===== src/rtl/matmul_alu_sequencer_pkg.sv =====
// Shared types and constants for the matrix-multiply issue stage.
package mm_pkg;

    localparam int DATA_W = 32;
    // Index registers cover DIM up to 8 (indices 0..7).
    localparam int IDX_W  = 3;

    localparam logic [3:0] ALU_MUL = 4'b0000;
    localparam logic [3:0] ALU_OR  = 4'b0001;
    localparam logic [3:0] ALU_ADD = 4'b0010;
    localparam logic [3:0] ALU_SUB = 4'b0011;

    typedef enum logic [2:0] {
        S_IDLE  = 3'd0,
        S_READ  = 3'd1,
        S_MUL   = 3'd2,
        S_ACC   = 3'd3,
        S_WRITE = 3'd4,
        S_DONE  = 3'd5
    } state_t;

endpackage


===== src/rtl/matmul_alu_sequencer_if.sv =====
// Operand memory and ALU bus between the sequencer (master) and the
// memory/ALU side (slave).
interface matmul_alu_sequencer_if #(
    parameter int ADDR_W = 8
);
    import mm_pkg::*;

    logic [ADDR_W-1:0] a_addr;
    logic [DATA_W-1:0] a_rdata;
    logic [ADDR_W-1:0] b_addr;
    logic [DATA_W-1:0] b_rdata;
    logic              c_we;
    logic [ADDR_W-1:0] c_addr;
    logic [DATA_W-1:0] c_wdata;
    logic [DATA_W-1:0] alu_data1;
    logic [DATA_W-1:0] alu_data2;
    logic [3:0]        alu_ctrl;
    logic [DATA_W-1:0] alu_out;

    modport master (
        output a_addr, b_addr, c_we, c_addr, c_wdata,
               alu_data1, alu_data2, alu_ctrl,
        input  a_rdata, b_rdata, alu_out
    );

    modport slave (
        input  a_addr, b_addr, c_we, c_addr, c_wdata,
               alu_data1, alu_data2, alu_ctrl,
        output a_rdata, b_rdata, alu_out
    );

endinterface


===== src/rtl/matmul_alu_sequencer_index.sv =====
// Nested i/j/k index counter: k steps per accumulate, j/i step per
// finished C element, with last-index flags for the sequencer FSM.
module mm_index_counter
    import mm_pkg::*;
#(
    parameter int DIM = 2
) (
    input  logic             clk,
    input  logic             rst,
    input  logic             clear,
    input  logic             k_inc,
    input  logic             elem_adv,
    output logic [IDX_W-1:0] i,
    output logic [IDX_W-1:0] j,
    output logic [IDX_W-1:0] k,
    output logic             i_last,
    output logic             j_last,
    output logic             k_last
);

    localparam logic [IDX_W-1:0] LAST = IDX_W'(DIM - 1);

    assign i_last = (i == LAST);
    assign j_last = (j == LAST);
    assign k_last = (k == LAST);

    // Index update: k advances inside a dot product, j/i advance per element.
    always_ff @(posedge clk) begin
        if (rst || clear) begin
            i <= '0;
            j <= '0;
            k <= '0;
        end else if (k_inc) begin
            k <= k + 1'b1;
        end else if (elem_adv) begin
            k <= '0;
            if (j_last) begin
                j <= '0;
                i <= i_last ? '0 : i + 1'b1;
            end else begin
                j <= j + 1'b1;
            end
        end
    end

endmodule


===== src/rtl/matmul_alu_sequencer.sv =====
// Issue stage for the execute ALU: computes C = A x B by walking i/j/k,
// issuing a multiply then an accumulate per k, and writing each C element.
//
// state   | meaning
// --------+-----------------------------------------------------------
// S_IDLE  | waiting for start; outputs at rest values
// S_READ  | present A[i][k] and B[k][j] addresses to operand memory
// S_MUL   | ALU multiplies the returned operands; capture into prod
// S_ACC   | ALU adds prod to running sum (0 when k==0); capture into acc
// S_WRITE | write acc to C[i][j], advance j/i
// S_DONE  | one-cycle done pulse
module matmul_alu_sequencer
    import mm_pkg::*;
#(
    parameter int DIM    = 2,
    parameter int ADDR_W = 8,
    parameter int A_BASE = 0,
    parameter int B_BASE = 64,
    parameter int C_BASE = 128
) (
    input  logic                   clk,
    input  logic                   rst,
    input  logic                   start,
    output logic                   busy,
    output logic                   done,
    matmul_alu_sequencer_if.master bus
);

    state_t            state;
    state_t            state_nxt;
    logic [DATA_W-1:0] prod;
    logic [DATA_W-1:0] acc;
    logic [IDX_W-1:0]  i;
    logic [IDX_W-1:0]  j;
    logic [IDX_W-1:0]  k;
    logic              i_last;
    logic              j_last;
    logic              k_last;
    logic              run_start;
    logic [ADDR_W-1:0] a_lin;
    logic [ADDR_W-1:0] b_lin;
    logic [ADDR_W-1:0] c_lin;

    assign run_start = (state == S_IDLE) && start;

    // Row-major addressing, computed directly at ADDR_W so it wraps there.
    assign a_lin = ADDR_W'(A_BASE) + ADDR_W'(i) * ADDR_W'(DIM) + ADDR_W'(k);
    assign b_lin = ADDR_W'(B_BASE) + ADDR_W'(k) * ADDR_W'(DIM) + ADDR_W'(j);
    assign c_lin = ADDR_W'(C_BASE) + ADDR_W'(i) * ADDR_W'(DIM) + ADDR_W'(j);

    mm_index_counter #(
        .DIM (DIM)
    ) u_index (
        .clk      (clk),
        .rst      (rst),
        .clear    (run_start),
        .k_inc    ((state == S_ACC) && !k_last),
        .elem_adv (state == S_WRITE),
        .i        (i),
        .j        (j),
        .k        (k),
        .i_last   (i_last),
        .j_last   (j_last),
        .k_last   (k_last)
    );

    // State register.
    always_ff @(posedge clk) begin
        if (rst) begin
            state <= S_IDLE;
        end else begin
            state <= state_nxt;
        end
    end

    // Product and running-sum capture from the ALU result.
    always_ff @(posedge clk) begin
        if (rst) begin
            prod <= '0;
            acc  <= '0;
        end else begin
            if (state == S_MUL) begin
                prod <= bus.alu_out;
            end
            if (run_start) begin
                acc <= '0;
            end else if (state == S_ACC) begin
                acc <= bus.alu_out;
            end
        end
    end

    // Next state and outputs; reset forces rest values in the same cycle so
    // a reset landing on WRITE never produces a write.
    always_comb begin
        state_nxt     = state;
        busy          = 1'b0;
        done          = 1'b0;
        bus.a_addr    = '0;
        bus.b_addr    = '0;
        bus.c_we      = 1'b0;
        bus.c_addr    = '0;
        bus.c_wdata   = '0;
        bus.alu_data1 = '0;
        bus.alu_data2 = '0;
        bus.alu_ctrl  = ALU_ADD;
        if (!rst) begin
            busy = (state != S_IDLE);
            case (state)
                S_IDLE: begin
                    if (start) begin
                        state_nxt = S_READ;
                    end
                end
                S_READ: begin
                    bus.a_addr = a_lin;
                    bus.b_addr = b_lin;
                    state_nxt  = S_MUL;
                end
                S_MUL: begin
                    bus.alu_data1 = bus.a_rdata;
                    bus.alu_data2 = bus.b_rdata;
                    bus.alu_ctrl  = ALU_MUL;
                    state_nxt     = S_ACC;
                end
                S_ACC: begin
                    bus.alu_data1 = (k == '0) ? '0 : acc;
                    bus.alu_data2 = prod;
                    bus.alu_ctrl  = ALU_ADD;
                    state_nxt     = k_last ? S_WRITE : S_READ;
                end
                S_WRITE: begin
                    bus.c_we    = 1'b1;
                    bus.c_addr  = c_lin;
                    bus.c_wdata = acc;
                    state_nxt   = (i_last && j_last) ? S_DONE : S_READ;
                end
                S_DONE: begin
                    done      = 1'b1;
                    state_nxt = S_IDLE;
                end
                default: begin
                    state_nxt = S_IDLE;
                end
            endcase
        end
    end

endmodule

===== src/flat_wrapper.sv =====
// flat-port wrapper written by rule: the top's interface ports become plain ports
module matmul_alu_sequencer_flat import mm_pkg::*;
#(
    parameter int DIM    = 2,
    parameter int ADDR_W = 8,
    parameter int A_BASE = 0,
    parameter int B_BASE = 64,
    parameter int C_BASE = 128
)
  (clk, rst, start, busy, done, bus_a_addr, bus_b_addr, bus_c_we, bus_c_addr, bus_c_wdata, bus_alu_data1, bus_alu_data2, bus_alu_ctrl, bus_a_rdata, bus_b_rdata, bus_alu_out);
  matmul_alu_sequencer_if #(.ADDR_W(ADDR_W)) bus_i ();
  input  logic clk;
  input  logic rst;
  input  logic start;
  output logic busy;
  output logic done;
  output wire logic [$bits(bus_i.a_addr)-1:0] bus_a_addr;
  output wire logic [$bits(bus_i.b_addr)-1:0] bus_b_addr;
  output wire logic [$bits(bus_i.c_we)-1:0] bus_c_we;
  output wire logic [$bits(bus_i.c_addr)-1:0] bus_c_addr;
  output wire logic [$bits(bus_i.c_wdata)-1:0] bus_c_wdata;
  output wire logic [$bits(bus_i.alu_data1)-1:0] bus_alu_data1;
  output wire logic [$bits(bus_i.alu_data2)-1:0] bus_alu_data2;
  output wire logic [$bits(bus_i.alu_ctrl)-1:0] bus_alu_ctrl;
  input wire logic [$bits(bus_i.a_rdata)-1:0] bus_a_rdata;
  input wire logic [$bits(bus_i.b_rdata)-1:0] bus_b_rdata;
  input wire logic [$bits(bus_i.alu_out)-1:0] bus_alu_out;
  assign bus_a_addr = bus_i.a_addr;
  assign bus_b_addr = bus_i.b_addr;
  assign bus_c_we = bus_i.c_we;
  assign bus_c_addr = bus_i.c_addr;
  assign bus_c_wdata = bus_i.c_wdata;
  assign bus_alu_data1 = bus_i.alu_data1;
  assign bus_alu_data2 = bus_i.alu_data2;
  assign bus_alu_ctrl = bus_i.alu_ctrl;
  assign bus_i.a_rdata = bus_a_rdata;
  assign bus_i.b_rdata = bus_b_rdata;
  assign bus_i.alu_out = bus_alu_out;
  matmul_alu_sequencer #(.DIM(DIM), .ADDR_W(ADDR_W), .A_BASE(A_BASE), .B_BASE(B_BASE), .C_BASE(C_BASE)) u_core (.clk(clk), .rst(rst), .start(start), .busy(busy), .done(done), .bus(bus_i));
endmodule

===== config.mk =====
export PLATFORM = sky130hd
export DESIGN_NAME = matmul_alu_sequencer_flat
export DESIGN_NICKNAME = d
export VERILOG_FILES = /design/src/rtl/matmul_alu_sequencer_pkg.sv /design/src/rtl/matmul_alu_sequencer_if.sv /design/src/rtl/matmul_alu_sequencer_index.sv /design/src/rtl/matmul_alu_sequencer.sv /design/src/flat_wrapper.sv
export SDC_FILE = /design/constraint.sdc
export NUM_CORES = 1
export LEC_CHECK = 0
export BUFFER_PORTS_ARGS = -buffer_cell sky130_fd_sc_hd__buf_2
export CAP_MARGIN = 20
export CORE_MARGIN = 4
export CORE_UTILIZATION = 41
export DETAILED_ROUTE_END_ITERATION = 8
export GPL_TIMING_DRIVEN = 0
export PLACE_DENSITY = 0.77
export SYNTH_ARGS = -nofsm -noshare
export SYNTH_HDL_FRONTEND = slang
export SYNTH_SLANG_ARGS = --single-unit
export TNS_END_PERCENT = 10

===== constraint.sdc =====
create_clock -name clk -period 1.7 [get_ports clk]
set_input_delay 0.255 -clock clk [delete_from_list [all_inputs] [get_ports clk]]
set_output_delay 0.255 -clock clk [all_outputs]
set_load 0.01 [all_outputs]

==> results <==
- The flow ran to the end, but the final reports show violations.
- The checks that failed: negative setup slack.
- TritonCTS built the clock tree.
- The count of input and output buffers is 215.
- The highest attainable clock frequency is 474 MHz.
- The part of the Yosys area used for sequential elements is 0.350.
- Row generation in the floorplan step produced 37 rows.
- The starting density of the core is 0.421.
- The final core area utilization is 0.627.
- The number of antenna violations at the first check in global routing is 0.
- In the synthesized netlist, the number of instances is 510.
- Synthesis instantiated 42 different standard cells from the library.
- The global router's overall resource usage is 0.262.
- In this run the critical register-to-register path is captured at u_core.state[2].
- At the worst endpoint, the arrival time is 1860 ps.
- The antenna diode count is 0.
- In the routed layout, each cell is associated on average with a via count of 5.37.
- The number of DRC violations after detailed-routing iteration 0 is 318.
- Detailed routing inserted a total of 4856 vias.
- The number of nets in the layout is 877.
- The power density relative to cell area is 657 nW/um2.
- The congestion estimate from routability-driven global placement came to 0.836.
- The finished layout holds 905 standard cells, fillers aside.
- The first global-routing pass estimated 26100 um of wire.
- The critical path startpoint category is a flip-flop.
- The data required time of the critical path is 1440 ps.
- Across the run, the number of max-cap violations was 0.
- Setup violations remaining at the end of the flow were counted as 117.
- The critical path launch point is u_core.state[2].
- From synthesis to final layout, the design area changed by 49.0%.
- The height of the chip is 111 um.
- The post-route cell area is 6470 um2.
- The total wirelength of the detailed-routed design is 16600 um.
- In this run the cell area measured after placement is 5630 um2.
- The share of synthesized flip-flops with an asynchronous set or reset is 0.
- The worst-margin pin slew is 534 ps.
- Of the cells placed in the final design, the portion with a size suffix greater than 1 is 0.460.
- The worst setup path is of the flip-flop to primary output kind.
- 226 I/O pins were placed.
- The number of CTS-inserted buffers is 9.
- The critical path endpoint category is a primary output.
- IR analysis of the VDD net gives a maximum drop of 0.360 mV.
- The startpoint of the most critical register-to-register path is u_core.u_index.j[2].
- In this run, placement finished with an instance count of 870.
- The worst hold slack across all endpoints is 128 ps.
- The buffer type at the clock tree root is sky130_fd_sc_hd__clkbuf_8.
- Before antenna repair, the detailed router went through 6 iterations.
- The timing endpoint of the critical path is bus_c_wdata[15].
- The total area inside the core boundary comes to 10300 um2.
- Setup repair after global routing could not meet its margin everywhere.
- The insertion delay to the later sink of the worst-skew pair is 350 ps.
- Across all setup checks in the final design, the least slack found is -410 ps.
- The smallest clock period supported by the final layout is computed as 2110 ps.
- The worst-case clock skew is 8.89 ps.
- The final number of max-transition violations is 0.
- The static leakage power is 3.06 nW.
- The setup check on the worst reg-to-reg path leaves a slack of 70 ps.
- Timing analysis after detailed placement gives a worst setup slack of -492 ps.
- The maximum buffer depth of the clock tree is 2.
- The pin count of the biggest net entering global routing is 12.
- The total of warnings raised by yosys is 0.
- The mean cell area of the mapped netlist is 8.52 um2.
- The clock slew seen by the registers of the worst setup and hold paths is 80 ps.
- In this run the number of H-tree levels came out at 3.
- The final sum of negative setup slack is -34450 ps.
- The die area is 12300 um2.
- Measured against its own limit, the worst slew margin works out to 0.644.
- The portion of the clock cycle consumed by the worst path in the final layout is 1.24.
- The count of endpoints failing hold in the final timing report is 0.
- The number of global-route vias before repair was 4935.
- After detailed routing, the number of remaining DRC violations is 0.
- The cell area after technology mapping is 4340 um2.
- The most used flip-flop cell after synthesis is sky130_fd_sc_hd__dfxtp_1.
- The cell depth of the worst flop-to-flop path is 3.
- After detailed routing, the average wire length per cell comes to 18.3 um.
- Summing internal, switching and leakage power gives 4.25 mW.
- The estimated wirelength of the detail-placed design is 11600 um.
- The number of clock sinks seen by CTS is 76.
- In this run, synthesis produced a sequential element count of 76.
- The critical-path maximum fanout is 6.
- The number of synthesized flops with an enable pin is 0.
- The die width is 111 um.
- The tightest min-delay check is of the primary input to flip-flop type.
- After global routing the overflow that remains totals 0.
- The detail route stage leaves a number of antenna-violating nets equal to 0.
==> cell usage after synthesis (4+ instances only) <==
| cell | n | area share |
|---|---|---|
| sky130_fd_sc_hd__nor2_1 | 22 | 0.019 |
| sky130_fd_sc_hd__nand2b_1 | 4 | 0.0058 |
| sky130_fd_sc_hd__buf_6 | 7 | 0.018 |
| sky130_fd_sc_hd__inv_1 | 7 | 0.0061 |
| sky130_fd_sc_hd__ha_1 | 9 | 0.026 |
| sky130_fd_sc_hd__buf_4 | 15 | 0.026 |
| sky130_fd_sc_hd__o22a_1 | 31 | 0.063 |
| sky130_fd_sc_hd__clkbuf_1 | 11 | 0.0095 |
| sky130_fd_sc_hd__buf_2 | 26 | 0.030 |
| sky130_fd_sc_hd__nand3_1 | 4 | 0.0046 |
| sky130_fd_sc_hd__nor3_1 | 4 | 0.0046 |
| sky130_fd_sc_hd__a32oi_1 | 15 | 0.030 |
| sky130_fd_sc_hd__dfxtp_1 | 76 | 0.35 |
| sky130_fd_sc_hd__and2_1 | 40 | 0.058 |
| sky130_fd_sc_hd__a21oi_1 | 47 | 0.054 |
| sky130_fd_sc_hd__nand2_1 | 70 | 0.061 |
| sky130_fd_sc_hd__or4_1 | 6 | 0.010 |
| sky130_fd_sc_hd__nor2b_1 | 32 | 0.046 |
| sky130_fd_sc_hd__xnor2_1 | 4 | 0.0081 |
| sky130_fd_sc_hd__a22o_1 | 47 | 0.095 |
==> layer usage <==
layer  routed length [um]  vias to the layer above  global-route usage
li1                     -                     2300                   -
met1                 6770                     2303               0.310
met2                 8220                      220               0.454
met3                 1230                       33              0.0628
met4                  370                        0               0.111
met5                    0                        -                   0
==> cells by family (layout without fill, tap and decap cells) <==
kind of cell               Yosys count  count (layout)  synth area share
and+or+nand+nor                    199             200             0.251
xor gates and xnor gates             5               5            0.0101
AOI/OAI and AO/OA                  149             149             0.256
muxes                                1               1           0.00230
adders and majority gates           12              12            0.0398
other                                1              10          0.000863
DFF                                 76              76             0.350
buffers and inverters               67             316            0.0905
==> cell usage in the layout (no fill, tap or decap), types with 6 or more instances in the layout <==
| cell | netlist | routed |
|---|---|---|
| sky130_fd_sc_hd__nand2_1 | 70 | 69 |
| sky130_fd_sc_hd__a21oi_1 | 47 | 46 |
| sky130_fd_sc_hd__a22o_1 | 47 | 47 |
| sky130_fd_sc_hd__nor2b_1 | 32 | 32 |
| sky130_fd_sc_hd__dfxtp_4 | 0 | 6 |
| sky130_fd_sc_hd__or4_1 | 6 | 6 |
| sky130_fd_sc_hd__buf_4 | 15 | 23 |
| sky130_fd_sc_hd__buf_6 | 7 | 41 |
| sky130_fd_sc_hd__o22a_1 | 31 | 31 |
| sky130_fd_sc_hd__ha_1 | 9 | 6 |
| sky130_fd_sc_hd__clkbuf_8 | 0 | 12 |
| sky130_fd_sc_hd__buf_8 | 0 | 6 |
| sky130_fd_sc_hd__nor2_1 | 22 | 21 |
| sky130_fd_sc_hd__buf_2 | 26 | 209 |
| sky130_fd_sc_hd__a32oi_1 | 15 | 11 |
| sky130_fd_sc_hd__conb_1 | 1 | 10 |
| sky130_fd_sc_hd__and2_1 | 40 | 24 |
| sky130_fd_sc_hd__dfxtp_1 | 76 | 68 |
| sky130_fd_sc_hd__and2_4 | 0 | 16 |
==> worst min path at each step <==
stage          cells past startpoint  slack (ps)              end       startpoint
2_1_floorplan                      1         370  u_core.prod[30]  bus_alu_out[30]
3_3_place_gp                       2         450  u_core.prod[31]  u_core.prod[31]
3_5_place_dp                       2         450  u_core.prod[31]  u_core.prod[31]
4_1_cts                            2         120  u_core.prod[30]  bus_alu_out[30]
5_1_grt                            2         130  u_core.prod[21]  bus_alu_out[21]
6_report                           2         130  u_core.prod[21]  bus_alu_out[21]
==> layout make-up <==
type,count,area [um2]
Fill cell,877,3850
Multi-Input combinational cell,377,2630
Sequential cell,76,1550
Timing Repair Buffer,239,1430
Buffer,55,499
Tap cell,136,170
Clock buffer,11,141
Inverter,8,37.5
Clock inverter,3,15.0
==> what timing repair did <==
action / in CTS / in global routing
endpoints found under the setup margin: 124 / 131
endpoints found under the hold margin: 0 / 0
hold buffers: 0 / 0
pin swaps: 24 / 8
gates cloned: 7 / 0
resized for setup: 97 / 49
buffers inserted: 17 / 1
==> critical path, stage by stage, from the launching register on <==
cell	delay (ps)
sky130_fd_sc_hd__dfxtp_4	390
sky130_fd_sc_hd__or3b_4	460
sky130_fd_sc_hd__nor2_8	240
sky130_fd_sc_hd__buf_6	170
sky130_fd_sc_hd__and2_4	150
sky130_fd_sc_hd__buf_6	100
==> flip-flops by register name (all words and copies together) (netlist names) <==
name,flops
u_core.u_index.k,3
u_core.u_index.j,3
u_core.prod,32
u_core.u_index.i,3
u_core.acc,32
u_core.state,3
==> where the power goes <==
group	switching (mW)	leakage (nW)	total [mW]	internal, mW
combinational	0.574	2.35	1.11	0.532
sequential	0.0537	0.623	1.97	1.91
clock	0.633	0.0848	1.18	0.547
total	1.26	3.06	4.25	2.99
Power figures use the tool's default switching activity.
